==> config.mk <==
export PLATFORM = sky130hd
export DESIGN_NAME = mult_div_unit_flat
export DESIGN_NICKNAME = d
export VERILOG_FILES = /design/src/rtl/mdu_pkg.sv /design/src/rtl/mult_div_unit_if.sv /design/src/rtl/mdu_div_core.sv /design/src/rtl/mult_div_unit.sv /design/src/flat_wrapper.sv
export SDC_FILE = /design/constraint.sdc
export NUM_CORES = 1
export LEC_CHECK = 0
export BUFFER_PORTS_ARGS = -buffer_cell sky130_fd_sc_hd__buf_4
export CAP_MARGIN = 15
export CORE_MARGIN = 1
export CORE_UTILIZATION = 35
export DETAILED_ROUTE_END_ITERATION = 12
export GPL_ROUTABILITY_DRIVEN = 0
export PLACE_DENSITY = 0.55
export SLEW_MARGIN = 20
export SYNTH_ARGS = -nofsm -noshare
export SYNTH_HDL_FRONTEND = slang
export SYNTH_HIERARCHICAL = 1
export SYNTH_SLANG_ARGS = --single-unit
==> constraint.sdc <==
create_clock -name clk -period 18.2 [get_ports clk]
set_input_delay 1.82 -clock clk [delete_from_list [all_inputs] [get_ports clk]]
set_output_delay 1.82 -clock clk [all_outputs]
set_load 0.01 [all_outputs]
==> src/rtl/mdu_pkg.sv <==
// mdu_pkg: shared types and constants for the multicycle multiply/divide unit.
//   mdu_state_t       - FSM state encoding (IDLE, MULT, DIV, DONE)
//   MDU_DEFAULT_WIDTH - default operand / HI / LO width
//   MDU_CNT_W         - iteration-counter width for the default width
//   mdu_cnt_width()   - iteration-counter width for an arbitrary width
package mdu_pkg;

  typedef enum logic [1:0] {
    IDLE = 2'd0,
    MULT = 2'd1,
    DIV  = 2'd2,
    DONE = 2'd3
  } mdu_state_t;

  localparam int MDU_DEFAULT_WIDTH = 32;
  localparam int MDU_CNT_W         = $clog2(MDU_DEFAULT_WIDTH) + 1;

  // Counter must hold values up to WIDTH-1 with one bit of headroom.
  function automatic int mdu_cnt_width(input int width);
    return $clog2(width) + 1;
  endfunction

endpackage

==> src/rtl/mult_div_unit_if.sv <==
// mult_div_unit_if: request/result bundle between the control unit (master)
// and the multiply/divide unit (slave).
//   start_mult, start_div, is_signed, op_a, op_b : requests from control
//   busy, done, div_zero, hi, lo                 : status and results
// Optional macro MDU_HILO_WRITE_EN adds hilo_wr_hi, hilo_wr_lo, hilo_wdata
// (MTHI/MTLO write port).
interface mult_div_unit_if
  import mdu_pkg::*;
#(
  parameter int WIDTH = MDU_DEFAULT_WIDTH
);

  logic             start_mult;
  logic             start_div;
  logic             is_signed;
  logic [WIDTH-1:0] op_a;
  logic [WIDTH-1:0] op_b;
  logic             busy;
  logic             done;
  logic             div_zero;
  logic [WIDTH-1:0] hi;
  logic [WIDTH-1:0] lo;

`ifdef MDU_HILO_WRITE_EN
  logic             hilo_wr_hi;
  logic             hilo_wr_lo;
  logic [WIDTH-1:0] hilo_wdata;

  modport master (
    output start_mult, start_div, is_signed, op_a, op_b,
    output hilo_wr_hi, hilo_wr_lo, hilo_wdata,
    input  busy, done, div_zero, hi, lo
  );

  modport slave (
    input  start_mult, start_div, is_signed, op_a, op_b,
    input  hilo_wr_hi, hilo_wr_lo, hilo_wdata,
    output busy, done, div_zero, hi, lo
  );
`else
  modport master (
    output start_mult, start_div, is_signed, op_a, op_b,
    input  busy, done, div_zero, hi, lo
  );

  modport slave (
    input  start_mult, start_div, is_signed, op_a, op_b,
    output busy, done, div_zero, hi, lo
  );
`endif

endinterface

==> src/rtl/mdu_div_core.sv <==
// mdu_div_core: one combinational restoring-division step.
//   rem_in   - partial remainder (always < divisor)
//   quot_in  - dividend bits still to shift in (MSB first) / quotient so far
//   divisor  - divisor magnitude, non-zero
//   rem_out  - next partial remainder
//   quot_out - quot_in shifted left with the new quotient bit in bit 0
module mdu_div_core
  import mdu_pkg::*;
#(
  parameter int WIDTH = MDU_DEFAULT_WIDTH
) (
  input  logic [WIDTH-1:0] rem_in,
  input  logic [WIDTH-1:0] quot_in,
  input  logic [WIDTH-1:0] divisor,
  output logic [WIDTH-1:0] rem_out,
  output logic [WIDTH-1:0] quot_out
);

  logic [WIDTH:0] shifted;
  logic [WIDTH:0] diff;

  // Trial subtract; a set MSB of diff means the subtraction went negative,
  // so the shifted remainder is restored and the quotient bit is zero.
  always_comb begin
    shifted = {rem_in, quot_in[WIDTH-1]};
    diff    = shifted - {1'b0, divisor};
    if (diff[WIDTH]) begin
      rem_out  = shifted[WIDTH-1:0];
      quot_out = {quot_in[WIDTH-2:0], 1'b0};
    end else begin
      rem_out  = diff[WIDTH-1:0];
      quot_out = {quot_in[WIDTH-2:0], 1'b1};
    end
  end

endmodule

==> src/rtl/mult_div_unit.sv <==
// mult_div_unit: multicycle integer multiply/divide unit with HI/LO registers.
//   clk   - rising-edge clock
//   reset - synchronous active-high reset
//   bus   - mult_div_unit_if.slave: start_mult/start_div/is_signed/op_a/op_b
//           in; busy/done/div_zero/hi/lo out.
// Multiply: shift-add on magnitudes, WIDTH cycles, sign fixed at commit.
// Divide: restoring, WIDTH cycles, quotient truncates toward zero and the
// remainder follows the dividend sign. Divide by zero commits immediately
// with div_zero and leaves HI/LO untouched.
// Optional macro MDU_HILO_WRITE_EN enables the MTHI/MTLO write port (IDLE only).
module mult_div_unit
  import mdu_pkg::*;
#(
  parameter int WIDTH = MDU_DEFAULT_WIDTH
) (
  input logic            clk,
  input logic            reset,
  mult_div_unit_if.slave bus
);

  localparam int CNT_W = mdu_cnt_width(WIDTH);

  mdu_state_t         state;
  mdu_state_t         next_state;
  logic [CNT_W-1:0]   cnt;
  logic [WIDTH-1:0]   opnd;        // multiplicand (MULT) or divisor (DIV) magnitude
  logic [2*WIDTH-1:0] mul_acc;     // {partial product, remaining multiplier bits}
  logic [WIDTH-1:0]   div_rem;
  logic [WIDTH-1:0]   div_quot;
  logic               neg_q;       // negate product / quotient at commit
  logic               neg_r;       // negate remainder at commit
  logic [WIDTH-1:0]   hi_reg;
  logic [WIDTH-1:0]   lo_reg;
  logic               done_reg;
  logic               div_zero_reg;

  logic               last_iter;
  logic [WIDTH:0]     mul_sum;
  logic [2*WIDTH-1:0] mul_next;
  logic [2*WIDTH-1:0] prod_fix;
  logic [WIDTH-1:0]   div_rem_next;
  logic [WIDTH-1:0]   div_quot_next;
  logic [WIDTH-1:0]   quot_fix;
  logic [WIDTH-1:0]   rem_fix;

  function automatic logic [WIDTH-1:0] magnitude(input logic [WIDTH-1:0] v,
                                                 input logic sgn);
    if (sgn && v[WIDTH-1]) begin
      return -v;
    end else begin
      return v;
    end
  endfunction

  assign last_iter = (cnt == CNT_W'(WIDTH - 1));

  // Add multiplicand into the upper half when the current multiplier bit is
  // set, then shift the whole accumulator right (carry included).
  assign mul_sum  = {1'b0, mul_acc[2*WIDTH-1:WIDTH]} +
                    (mul_acc[0] ? {1'b0, opnd} : {(WIDTH+1){1'b0}});
  assign mul_next = {mul_sum, mul_acc[WIDTH-1:1]};
  assign prod_fix = neg_q ? -mul_next : mul_next;

  mdu_div_core #(.WIDTH(WIDTH)) u_div_core (
    .rem_in   (div_rem),
    .quot_in  (div_quot),
    .divisor  (opnd),
    .rem_out  (div_rem_next),
    .quot_out (div_quot_next)
  );

  assign quot_fix = neg_q ? -div_quot_next : div_quot_next;
  assign rem_fix  = neg_r ? -div_rem_next  : div_rem_next;

  // FSM state register.
  always_ff @(posedge clk) begin
    if (reset) begin
      state <= IDLE;
    end else begin
      state <= next_state;
    end
  end

  // FSM next-state logic; multiply wins when both starts are high.
  always_comb begin
    next_state = state;
    case (state)
      IDLE: begin
        if (bus.start_mult) begin
          next_state = MULT;
        end else if (bus.start_div) begin
          next_state = (bus.op_b == '0) ? DONE : DIV;
        end else begin
          next_state = IDLE;
        end
      end
      MULT:    next_state = last_iter ? DONE : MULT;
      DIV:     next_state = last_iter ? DONE : DIV;
      DONE:    next_state = IDLE;
      default: next_state = IDLE;
    endcase
  end

  // Datapath: operand capture, iteration, commit and HI/LO write port.
  always_ff @(posedge clk) begin
    if (reset) begin
      cnt          <= '0;
      opnd         <= '0;
      mul_acc      <= '0;
      div_rem      <= '0;
      div_quot     <= '0;
      neg_q        <= 1'b0;
      neg_r        <= 1'b0;
      hi_reg       <= '0;
      lo_reg       <= '0;
      done_reg     <= 1'b0;
      div_zero_reg <= 1'b0;
    end else begin
      done_reg     <= 1'b0;
      div_zero_reg <= 1'b0;
      case (state)
        IDLE: begin
`ifdef MDU_HILO_WRITE_EN
          if (bus.hilo_wr_hi) hi_reg <= bus.hilo_wdata;
          if (bus.hilo_wr_lo) lo_reg <= bus.hilo_wdata;
`endif
          cnt <= '0;
          if (bus.start_mult) begin
            opnd    <= magnitude(bus.op_a, bus.is_signed);
            mul_acc <= {{WIDTH{1'b0}}, magnitude(bus.op_b, bus.is_signed)};
            neg_q   <= bus.is_signed & (bus.op_a[WIDTH-1] ^ bus.op_b[WIDTH-1]);
          end else if (bus.start_div) begin
            if (bus.op_b == '0) begin
              done_reg     <= 1'b1;
              div_zero_reg <= 1'b1;
            end else begin
              opnd     <= magnitude(bus.op_b, bus.is_signed);
              div_rem  <= '0;
              div_quot <= magnitude(bus.op_a, bus.is_signed);
              neg_q    <= bus.is_signed & (bus.op_a[WIDTH-1] ^ bus.op_b[WIDTH-1]);
              neg_r    <= bus.is_signed & bus.op_a[WIDTH-1];
            end
          end
        end
        MULT: begin
          mul_acc <= mul_next;
          cnt     <= cnt + CNT_W'(1);
          if (last_iter) begin
            {hi_reg, lo_reg} <= prod_fix;
            done_reg         <= 1'b1;
          end
        end
        DIV: begin
          div_rem  <= div_rem_next;
          div_quot <= div_quot_next;
          cnt      <= cnt + CNT_W'(1);
          if (last_iter) begin
            lo_reg   <= quot_fix;
            hi_reg   <= rem_fix;
            done_reg <= 1'b1;
          end
        end
        default: begin
        end
      endcase
    end
  end

  assign bus.busy     = (state != IDLE);
  assign bus.done     = done_reg;
  assign bus.div_zero = div_zero_reg;
  assign bus.hi       = hi_reg;
  assign bus.lo       = lo_reg;

endmodule
==> src/flat_wrapper.sv <==
// flat-port wrapper written by rule: the top's interface ports become plain ports
module mult_div_unit_flat import mdu_pkg::*;
#(
  parameter int WIDTH = MDU_DEFAULT_WIDTH
)
  (clk, reset, bus_start_mult, bus_start_div, bus_is_signed, bus_op_a, bus_op_b, bus_busy, bus_done, bus_div_zero, bus_hi, bus_lo);
  mult_div_unit_if #(.WIDTH(WIDTH)) bus_i ();
  input logic clk;
  input logic reset;
  input wire logic [$bits(bus_i.start_mult)-1:0] bus_start_mult;
  input wire logic [$bits(bus_i.start_div)-1:0] bus_start_div;
  input wire logic [$bits(bus_i.is_signed)-1:0] bus_is_signed;
  input wire logic [$bits(bus_i.op_a)-1:0] bus_op_a;
  input wire logic [$bits(bus_i.op_b)-1:0] bus_op_b;
  output wire logic [$bits(bus_i.busy)-1:0] bus_busy;
  output wire logic [$bits(bus_i.done)-1:0] bus_done;
  output wire logic [$bits(bus_i.div_zero)-1:0] bus_div_zero;
  output wire logic [$bits(bus_i.hi)-1:0] bus_hi;
  output wire logic [$bits(bus_i.lo)-1:0] bus_lo;
  assign bus_i.start_mult = bus_start_mult;
  assign bus_i.start_div = bus_start_div;
  assign bus_i.is_signed = bus_is_signed;
  assign bus_i.op_a = bus_op_a;
  assign bus_i.op_b = bus_op_b;
  assign bus_busy = bus_i.busy;
  assign bus_done = bus_i.done;
  assign bus_div_zero = bus_i.div_zero;
  assign bus_hi = bus_i.hi;
  assign bus_lo = bus_i.lo;
  mult_div_unit #(.WIDTH(WIDTH)) u_core (.clk(clk), .reset(reset), .bus(bus_i));
endmodule
==> results.cfg <==
[synth]
synthFlopType = dfxtp_1
synth_area_leader_cell = dfxtp_1
syn_area_sq_um = 18400
ys_warn_count = 6
synth_edf_count = 0
syn_inst = 2486
synthArstFlopShare = 0
synth_area_leaders = dfxtp_1, a21oi_1, nand2_1
synth.most_common_cell = nand2_1
synth_top_area_share = 0.256
syn-num-nets = 2631
synth.distinct_cells = 94
synth.avg_cell_area_sq_um = 7.41
synth_seq_cells = 236
yosys-top-cells-count = nand2_1, nor2_1, a21oi_1, dfxtp_1, clkbuf_1
ys_seq_area_frac = 0.256

[run]
cap_violations = 0

[setup_path]
worstReg2RegStart = u_core/div_quot[31]$_SDFFE_PP0P_
start_kind = flip-flop
reg2reg_to = u_core/bus.hi[29]$_SDFFE_PP0P_
reg2regPathDepth = 22
cp.required_ns = 18.71
crit_arrival_ns = 7.25
critPathKind = reg -> reg
critPathCaptureType = flip-flop
path_max_fanout = 28
rrSetupSlack_ns = 11.46

[clock_network]
cts.sinks = 236
cts_max_level = 1
clk_latency_ns = 0.61
cts_inserted_buffers = 30
tritoncts = done
clk_path_buf_depth = 3
cts_hold_buf = 0
clock_tree.root_cell = clkbuf_16
cts_setup_buffers = 0
path_clk_slew_ns = 0.06
cts_resized = 0

[die]
start_util = 0.357
num_rows = 83
core_area_sq_um = 51600
ios = 136
die_area_sq_um = 53600
fp.dieW_um = 231
die_y_um = 231

[global_route]
antenna_found_initial = 2
grt_max_degree = 210
grt_pass1_vias = 17036
overflow = 0
grtUsageTotal = 0.243
grt_pass1_wl_mm = 102

[power_and_ir_drop]
power.leakage_nw = 8.07
powerDensity_nw_per_um2 = 75.5
ir_drop_uv = 83.8
power_w = 0.00156

[routing]
routed-wl-met2_mm = 31.0
drtAntennaViolNets = 0
vias_per_cell = 5.79
wl_met1_mm = 29.6
drt_wl_total_mm = 66.9
routedWlPerCell_um = 21.0
maxUsedRoutingLayer = met5
drt_iter0_drc = 1594
vias = 18454
drc = 0
dr_wl_met3_mm = 4.02
first_pass_iters = 6

[finish]
largest-register = u_core/mul_acc
layout-drive-gt1-share = 0.110
fin_nets = 2630
n_fill_cell = 5297
regArea_sq_um = 4730
syn_to_final_growth_pct = 12.2
multi_input_area_sq_um = 12600
antenna_cells = 0
largest_register_ffs = 64

[hold_path]
hold_path_depth = 2
hold_class = reg -> reg
min_to = u_core/bus.hi[18]$_SDFFE_PP0P_
hold_start = u_core/bus.hi[18]$_SDFFE_PP0P_

[timing]
fin_worst_skew_ns = 0.0286
rsz0062_at_grt = no
worst_pin_slew_ns = 1.13
hold_viol = 0
period_share = 0.370
fin_tns_setup_ns = 0
slew_violations = 0
final.setup.worst_slack_ns = 11.46
min_period_ns = 6.74
slew_headroom = 0.247
fmax_mhz = 148
finalSetupViolations = 0

[place]
dp_slack_ns = 11.53
hpwl_mm = 49.4
io_buffers = 135

[run_status]
status = finished, final reports clean
==> logic make-up (layout without fill, tap and decap cells) <==
family	after synthesis	count (layout)	share of synthesized area
simple gates	912	912	0.231
compound gates	739	739	0.255
buf+inv	246	267	0.0632
flops	236	236	0.256
xor+xnor	224	224	0.106
fa+ha+maj	76	76	0.0524
mux	53	53	0.0356
==> cells in the final DEF, fill, tap and decap left out, drive strengths merged, types with 73 or more instances in the layout <==
cell type  synthesis  final
a21oi            262    262
nand3             73     73
dfxtp            236    236
xor2             121    121
buf               55    156
ha                74     74
nand2            289    289
nor2             282    282
xnor2            103    103
o21ai            140    140
==> per-layer routing <==
| layer | up-vias | track usage |
|---|---|---|
| li1 | 8835 | - |
| met1 | 8811 | 0.324 |
| met5 | - | 0 |
| met2 | 686 | 0.407 |
| met4 | 4 | 0.0743 |
| met3 | 118 | 0.0298 |
==> cell type report <==
cell class / count / area share
clock buffer: 43 / 0.0430
timing repair buffer: 156 / 0.0574
multi-input combinational: 2004 / 0.610
tap: 680 / 0.0411
clock inverter: 11 / 0.00902
inverter: 57 / 0.0107
sequential: 236 / 0.229
==> power by group <==
part	switching, W	total, W	internal [W]
clock	0.000256	0.000651	0.000395
sequential	0.0000277	0.000564	0.000537
combinational	0.000227	0.000346	0.000119
==> through the flow <==
step	hold slack [ns]	utilization	cell area, sq um	instances
floorplan	0.432	-	18400	2486
global placement	0.439	0.380	19600	3133
detailed placement	0.448	0.380	19600	3133
CTS	0.456	0.401	20700	3187
global route	0.471	0.401	20700	3187
finish	0.450	0.401	20700	3187
==> worst max path at each step <==
stage	startpoint	endpoint	slack [ns]	depth (start not counted)
6_report	u_core/div_quot[31]$_SDFFE_PP0P_	u_core/bus.hi[29]$_SDFFE_PP0P_	11.46	22
3_5_place_dp	u_core/div_quot[31]$_SDFFE_PP0P_	u_core/bus.hi[29]$_SDFFE_PP0P_	11.53	22
5_1_grt	u_core/div_quot[31]$_SDFFE_PP0P_	u_core/bus.hi[29]$_SDFFE_PP0P_	11.11	22
4_1_cts	u_core/div_quot[31]$_SDFFE_PP0P_	u_core/bus.hi[29]$_SDFFE_PP0P_	11.49	22
3_3_place_gp	u_core/div_quot[31]$_SDFFE_PP0P_	u_core/bus.hi[29]$_SDFFE_PP0P_	11.61	22
2_1_floorplan	u_core/div_quot[31]$_SDFFE_PP0P_	u_core/bus.hi[29]$_SDFFE_PP0P_	12.20	24
==> worst max-delay path, cell delays in order (launching register included) <==
cell	delay [ns]
dfxtp_1	0.35
inv_1	0.05
ha_1	0.21
fa_1	0.40
and2b_1	0.24
o2111ai_2	0.14
a21oi_2	0.25
o2111ai_1	0.20
a211oi_2	0.35
nor2_4	0.10
mux2i_4	0.36
and2_4	0.32
inv_8	0.14
mux2_4	0.36
or4_1	0.52
or2_2	0.30
or3_1	0.45
or4_1	0.55
or4_1	0.50
o41ai_1	0.37
xnor2_1	0.18
nand3_1	0.09
a31oi_1	0.19
No activity file was read; power rests on OpenSTA's default activity.
